`config.mk`:
```
export PLATFORM = sky130hd
export DESIGN_NAME = instr_fetch
export DESIGN_NICKNAME = d
export VERILOG_FILES = /design/src/rtl/instr_fetch.sv
export SDC_FILE = /design/constraint.sdc
export NUM_CORES = 1
export LEC_CHECK = 0
export BUFFER_PORTS_ARGS = -buffer_cell sky130_fd_sc_hd__buf_2
export CORE_AREA = 2 2 105 107
export DETAILED_ROUTE_END_ITERATION = 8
export DIE_AREA = 0 0 107 109
export GPL_ROUTABILITY_DRIVEN = 0
export PLACE_DENSITY_LB_ADDON = 0.08
export SYNTH_ARGS = -nofsm -noshare
export SYNTH_HDL_FRONTEND = slang
export SYNTH_SLANG_ARGS = --single-unit
export TNS_END_PERCENT = 100
```
`constraint.sdc`:
```
create_clock -name i_clk -period 3.79 [get_ports i_clk]
set_input_delay 0.758 -clock i_clk [delete_from_list [all_inputs] [get_ports i_clk]]
set_output_delay 0.758 -clock i_clk [all_outputs]
set_load 0.1 [all_outputs]
```
`src/rtl/instr_fetch.sv`:
```
// instr_fetch: single-outstanding instruction fetch unit with PC sequencing and branch redirect.
// Optional feature macro: IF_TIMEOUT_EN (fetch timeout counter, ERROR state, sticky o_fetch_err).
// Ports:
//   i_clk            clock, rising edge
//   i_rst_n          asynchronous active-low reset
//   o_pc             address of the instruction being fetched or held
//   o_mem_read       read request to instruction memory
//   o_mem_address    read address (always o_pc)
//   i_mem_readdata   instruction word from memory
//   i_mem_busywait   memory not ready
//   o_instruction    fetched instruction presented to the core
//   o_instr_valid    o_instruction valid and waiting for the core
//   i_core_stall     core cannot accept this cycle
//   i_branch_en      accepted instruction redirects the PC
//   i_branch_offset  signed word offset applied on branch
//   o_fetch_err      sticky fetch-timeout flag (0 when IF_TIMEOUT_EN undefined)
module instr_fetch #(
    parameter logic [31:0] RESET_PC       = 32'h0000_0000,
    parameter int          TIMEOUT_CYCLES = 255
) (
    input  logic        i_clk,
    input  logic        i_rst_n,
    output logic [31:0] o_pc,
    output logic        o_mem_read,
    output logic [31:0] o_mem_address,
    input  logic [31:0] i_mem_readdata,
    input  logic        i_mem_busywait,
    output logic [31:0] o_instruction,
    output logic        o_instr_valid,
    input  logic        i_core_stall,
    input  logic        i_branch_en,
    input  logic [7:0]  i_branch_offset,
    output logic        o_fetch_err
);
`ifdef IF_TIMEOUT_EN
    typedef enum logic [1:0] {IDLE, FETCH, VALID, ERROR} state_t;
    localparam int CW = $clog2(TIMEOUT_CYCLES + 1);
    logic [CW-1:0] r_cnt;
    logic          r_fetch_err;
    assign o_fetch_err = r_fetch_err;
`else
    typedef enum logic [1:0] {IDLE, FETCH, VALID} state_t;
    assign o_fetch_err = 1'b0;
`endif
    state_t      r_state;
    logic [31:0] r_pc;
    logic [31:0] r_instruction;
    logic        r_mem_read;
    logic        r_instr_valid;
    logic [31:0] w_next_pc;

    // Branch offset counts words, so it is sign-extended and scaled by 4.
    assign w_next_pc = r_pc + 32'd4 +
                       (i_branch_en ? {{22{i_branch_offset[7]}}, i_branch_offset, 2'b00} : 32'd0);

    assign o_pc          = r_pc;
    assign o_mem_address = r_pc;
    assign o_mem_read    = r_mem_read;
    assign o_instruction = r_instruction;
    assign o_instr_valid = r_instr_valid;

    always_ff @(posedge i_clk or negedge i_rst_n) begin
        if (!i_rst_n) begin
            r_state       <= IDLE;
            r_pc          <= RESET_PC;
            r_instruction <= 32'd0;
            r_mem_read    <= 1'b0;
            r_instr_valid <= 1'b0;
`ifdef IF_TIMEOUT_EN
            r_cnt         <= '0;
            r_fetch_err   <= 1'b0;
`endif
        end else begin
            case (r_state)
                IDLE: begin
                    r_state    <= FETCH;
                    r_mem_read <= 1'b1;
                end
                FETCH: begin
                    if (!i_mem_busywait) begin
                        r_instruction <= i_mem_readdata;
                        r_state       <= VALID;
                        r_mem_read    <= 1'b0;
                        r_instr_valid <= 1'b1;
`ifdef IF_TIMEOUT_EN
                        r_cnt         <= '0;
                    end else if (r_cnt == CW'(TIMEOUT_CYCLES - 1)) begin
                        // This busy edge is the TIMEOUT_CYCLES-th in a row.
                        r_state     <= ERROR;
                        r_mem_read  <= 1'b0;
                        r_fetch_err <= 1'b1;
                        r_cnt       <= '0;
                    end else begin
                        r_cnt <= r_cnt + CW'(1);
`endif
                    end
                end
                VALID: begin
                    if (!i_core_stall) begin
                        r_pc          <= w_next_pc;
                        r_state       <= FETCH;
                        r_mem_read    <= 1'b1;
                        r_instr_valid <= 1'b0;
                    end
                end
                // ERROR (when compiled in) holds until reset.
                default: r_state <= r_state;
            endcase
        end
    end
endmodule

```
[After elaboration in Yosys (flattened, before gate mapping)]
Index checks and enable logic that the tools add are counted.
Cells by class
  bitwise logic cells: 2
  reductions and logical operators: 7
  equal/unequal tests: 4
  multiplexer cells: 10
  add/subtract/negate cells: 2
Operators with widths (count)
  $add A32 B3 Y32 const B: 1
  $add A32 B32 Y32: 1
  $mux W32: 1
  $pmux W2 S3: 1
  $reduce_and A3 Y1: 2
  $mux W1: 4
  $mux W2: 2
  $ne A2 B2 Y1 const B: 2
  $reduce_and A2 Y1: 2
  $pmux W1 S3: 1
  $reduce_bool A3 Y1: 1
  $eq A2 B1 Y1 const B: 1
  $eq A2 B2 Y1 const B: 1
  $logic_not A2 Y1: 1
  $not A1 Y1: 2
  $pmux W1 S2: 1
  $reduce_bool A2 Y1: 1
Word-level totals
  output and inout port bits: 99
  bits in registers: 68
  logic and storage cells: 30

[Depth between registers and ports, before layout]
  depth in word-level cells: 3
  mapped depth: 15

[Worst setup path after synthesis]
OpenSTA, ideal clock, no wires.
  path kind: in2reg
  start: in i_branch_en
  end: reg r_pc[31], in the netlist o_mem_address[31]
  data required time: 3.632 ns
  arrival time: 3.369 ns
  stages: 14
  setup slack: 0.262 ns
  buffers on the path: 2
  cells stage by stage: clkbuf_1 clkbuf_1 and2_1 ha_1 ha_1 fa_1 a21o_1 nand2_2 a311oi_2 nor2_2 a2bb2oi_2 mux2_4 a21oi_2 xnor2_1
Between the ends
  cells in the longest elaborated chain, start to end: 2
Ends and longest elaborated chain
  start, declared: RTL line 31  | input logic i_branch_en,
  $mux W32: RTL line 54  | (i_branch_en ? {{22{i_branch_offset[7]}}, i_branch_offset, 2'b00} : 32'd0);
  $add A32 B32 Y32: RTL line 53  | assign w_next_pc = r_pc + 32'd4 +
  end signal, assigned: RTL line 100  | r_pc <= w_next_pc;
  end, declared: RTL line 46  | logic [31:0] r_pc;
No other way between the ends.
A chain may end at the register's enable or synchronous reset.

[Worst setup path in the final report]
Ends and elaborated chain as after synthesis.

==> reports/metrics.yaml <==
synth.top_cell.area_share_pct: 35.20
grt_max_degree: 39
vias: 3844
ys_top_cells_by_area: "dfrtp_1, ha_1, mux2_2, xnor2_1, buf_4"
grt_pass1_wl_um: 17640
synthCells: 490
yosysTopAreaCell: "dfrtp_1"
drt-total-wl_um: 10570
die_w_um: 107
antenna_found_initial: 0
first_pass_iters: 4
initialDrtViolationCount: 168
slew_headroom_pct: 53.71
core_area_um2: 10600
fmax_mhz: 314.1
finClkSkew_ps: 9.187
clk_path_buf_depth: 2
insertion_delay_ps: 350
crit_path_start_kind: "input port"
cts_resized: 0
reg2reg_slack_ps: 880
min_path_type: "in -> async"
io_buffers: 138
drc: 0
start_util_pct: 43.58
fin_crit_ps: 3183
areaGrowthSynthToFinish_pct: 19.52
grt_pass1_vias: 3691
clock-root-buffer: "clkbuf_8"
finalSetupViolations: 0
crit_type: "in -> reg"
drive_above_1_share_pct: 35.75
reg2reg_from: "o_mem_address[3]"
diodes: 0
grt_setup_unrepaired: "false"
wire_per_inst_um: 14.15
maxSlewViolCount: 0
ys_seq_area_share_pct: 35.20
syn_area_um2: 4621
synth_edf_count: 0
drv_cap: 0
critical_path_required_ps: 4070
cts_buffers: 9
grt_overflow: 0
dp_hpwl_um: 8064
io-pin-count: 144
min_period_over_period_pct: 83.99
die_h_um: 109
status: "complete, no violations"
ctsHoldBuffers: 0
clock-sinks: 65
crit_fanout: 11
globalRouteTotalUtil_pct: 19.08
reg2reg_depth: 11
nets: 684
ys_warn_count: 0
design.die.area_um2: 11660
synthFlopType: "dfrtp_1"
cts_tree: "built"
tightestPinTransition_ps: 694.4
ys_seq_elements: 65
cp-end-kind: "flip-flop"
detail-route-antenna-nets: 0
fillers: 1008
clkTransAtPathRegs_ps: 80
seqCellArea_um2: 1627
finalHoldViolCount: 0
h-tree-depth: 3
cp.arrival_ps: 3460
fp-row-count: 38
async_flop_share_pct: 100.0
finalSetupTns_ps: 0
multi_input_area_um2: 2621
yosysUniqueCellTypes: 61
cts_setup_buffers: 0
via_per_inst: 5.146
r2r_end: "o_mem_address[31]"
avgSynthCellArea_um2: 9.430
worst max path at each step:
| stage | start | endpoint | cells past startpoint |
|---|---|---|---|
| after global routing | i_branch_en | o_mem_address[29] | 13 |
| final | i_branch_en | o_mem_address[31] | 13 |
| after floorplan | i_branch_en | o_mem_address[31] | 14 |
| after detailed placement | i_branch_en | o_mem_address[29] | 13 |
| after CTS | i_branch_en | o_mem_address[29] | 13 |
| after global placement | i_branch_en | o_mem_address[30] | 12 |
cells by family after synthesis:
group	after synthesis	share of synthesized area, %
compound gates	110	15.92
xor+xnor	43	8.151
fa+ha+maj	36	9.911
buf+inv	69	8.503
flops	65	35.20
mux	33	8.123
other cells	1	0.08116
simple gates	133	14.11
flip-flops by register name (all words and copies together) (netlist names):
| register | cells |
|---|---|
| o_instr_valid | 1 |
| r_state | 2 |
| o_instruction | 32 |
| o_mem_address | 30 |
placed cells by master, fill, tap and decap left out, types with 8 or more instances in the layout:
master,count
a21o_1,8
a21oi_1,34
and3_1,23
buf_2,138
buf_4,12
clkbuf_8,9
dfrtp_1,65
ha_1,35
inv_1,16
mux2_2,32
nand2_1,52
nand3_1,10
nor2_1,17
nor3_1,8
o21ai_0,31
xnor2_1,33
xor2_1,10
per-layer routing:
metal	vias up	track usage (%)	wire length, um
met5	-	0	0
met4	0	6.122	80
met3	8	4.304	509
met2	97	31.16	5068
met1	1814	25.23	4911
li1	1925	-	-
cells in the mapped netlist (2+ instances only):
cell type,n
or3_1,2
nand2_1,52
and3_1,23
clkbuf_1,14
o211ai_1,4
dfrtp_1,65
ha_1,35
buf_2,2
buf_1,2
mux2_2,32
a211oi_1,2
o31ai_1,2
buf_4,35
o21ai_1,2
o21a_1,3
a21o_1,8
nand3_1,10
o221ai_1,2
xor2_1,10
xnor2_1,33
o21ai_0,31
nor3_1,9
nor2_1,17
nor2b_1,3
a21oi_1,34
a41oi_1,2
inv_1,16
nand4_1,2
and2_1,6
cell type report:
class	instances	share of cell area, %
inverter	16	1.087
sequential	65	29.45
multi-input combinational	360	47.46
timing repair buffer	151	14.50
clock inverter	6	2.084
tap	140	3.172
clock buffer	9	2.243
per-stage QoR:
| stage | util (%) | hold slack, ps | cell area, um2 | worst slack (ps) | cells |
|---|---|---|---|---|---|
| after floorplan | - | 462.4 | 4636 | 262.5 | 494 |
| after global placement | 49.83 | 477.9 | 5284 | 247.7 | 732 |
| after detailed placement | 49.83 | 490.2 | 5284 | 227.5 | 732 |
| after CTS | 52.09 | 462.9 | 5523 | 599.7 | 747 |
| after global routing | 52.09 | 471.4 | 5523 | 344.8 | 747 |
| final | 52.09 | 442.5 | 5523 | 606.6 | 747 |
worst max-delay path: stages:
cell and delay (ps):
buf_2 170, and2_1 160, ha_1 270, ha_1 230
fa_1 410, a21o_1 240, nand2_2 90, a311oi_2 120
nor2_2 270, a2bb2oi_2 190, mux2_4 310, a21oi_2 120
xnor2_1 120
Power is left out: the tool's default activity adds up to more than one toggle a clock period on the data nets, which glitch-free logic cannot reach.
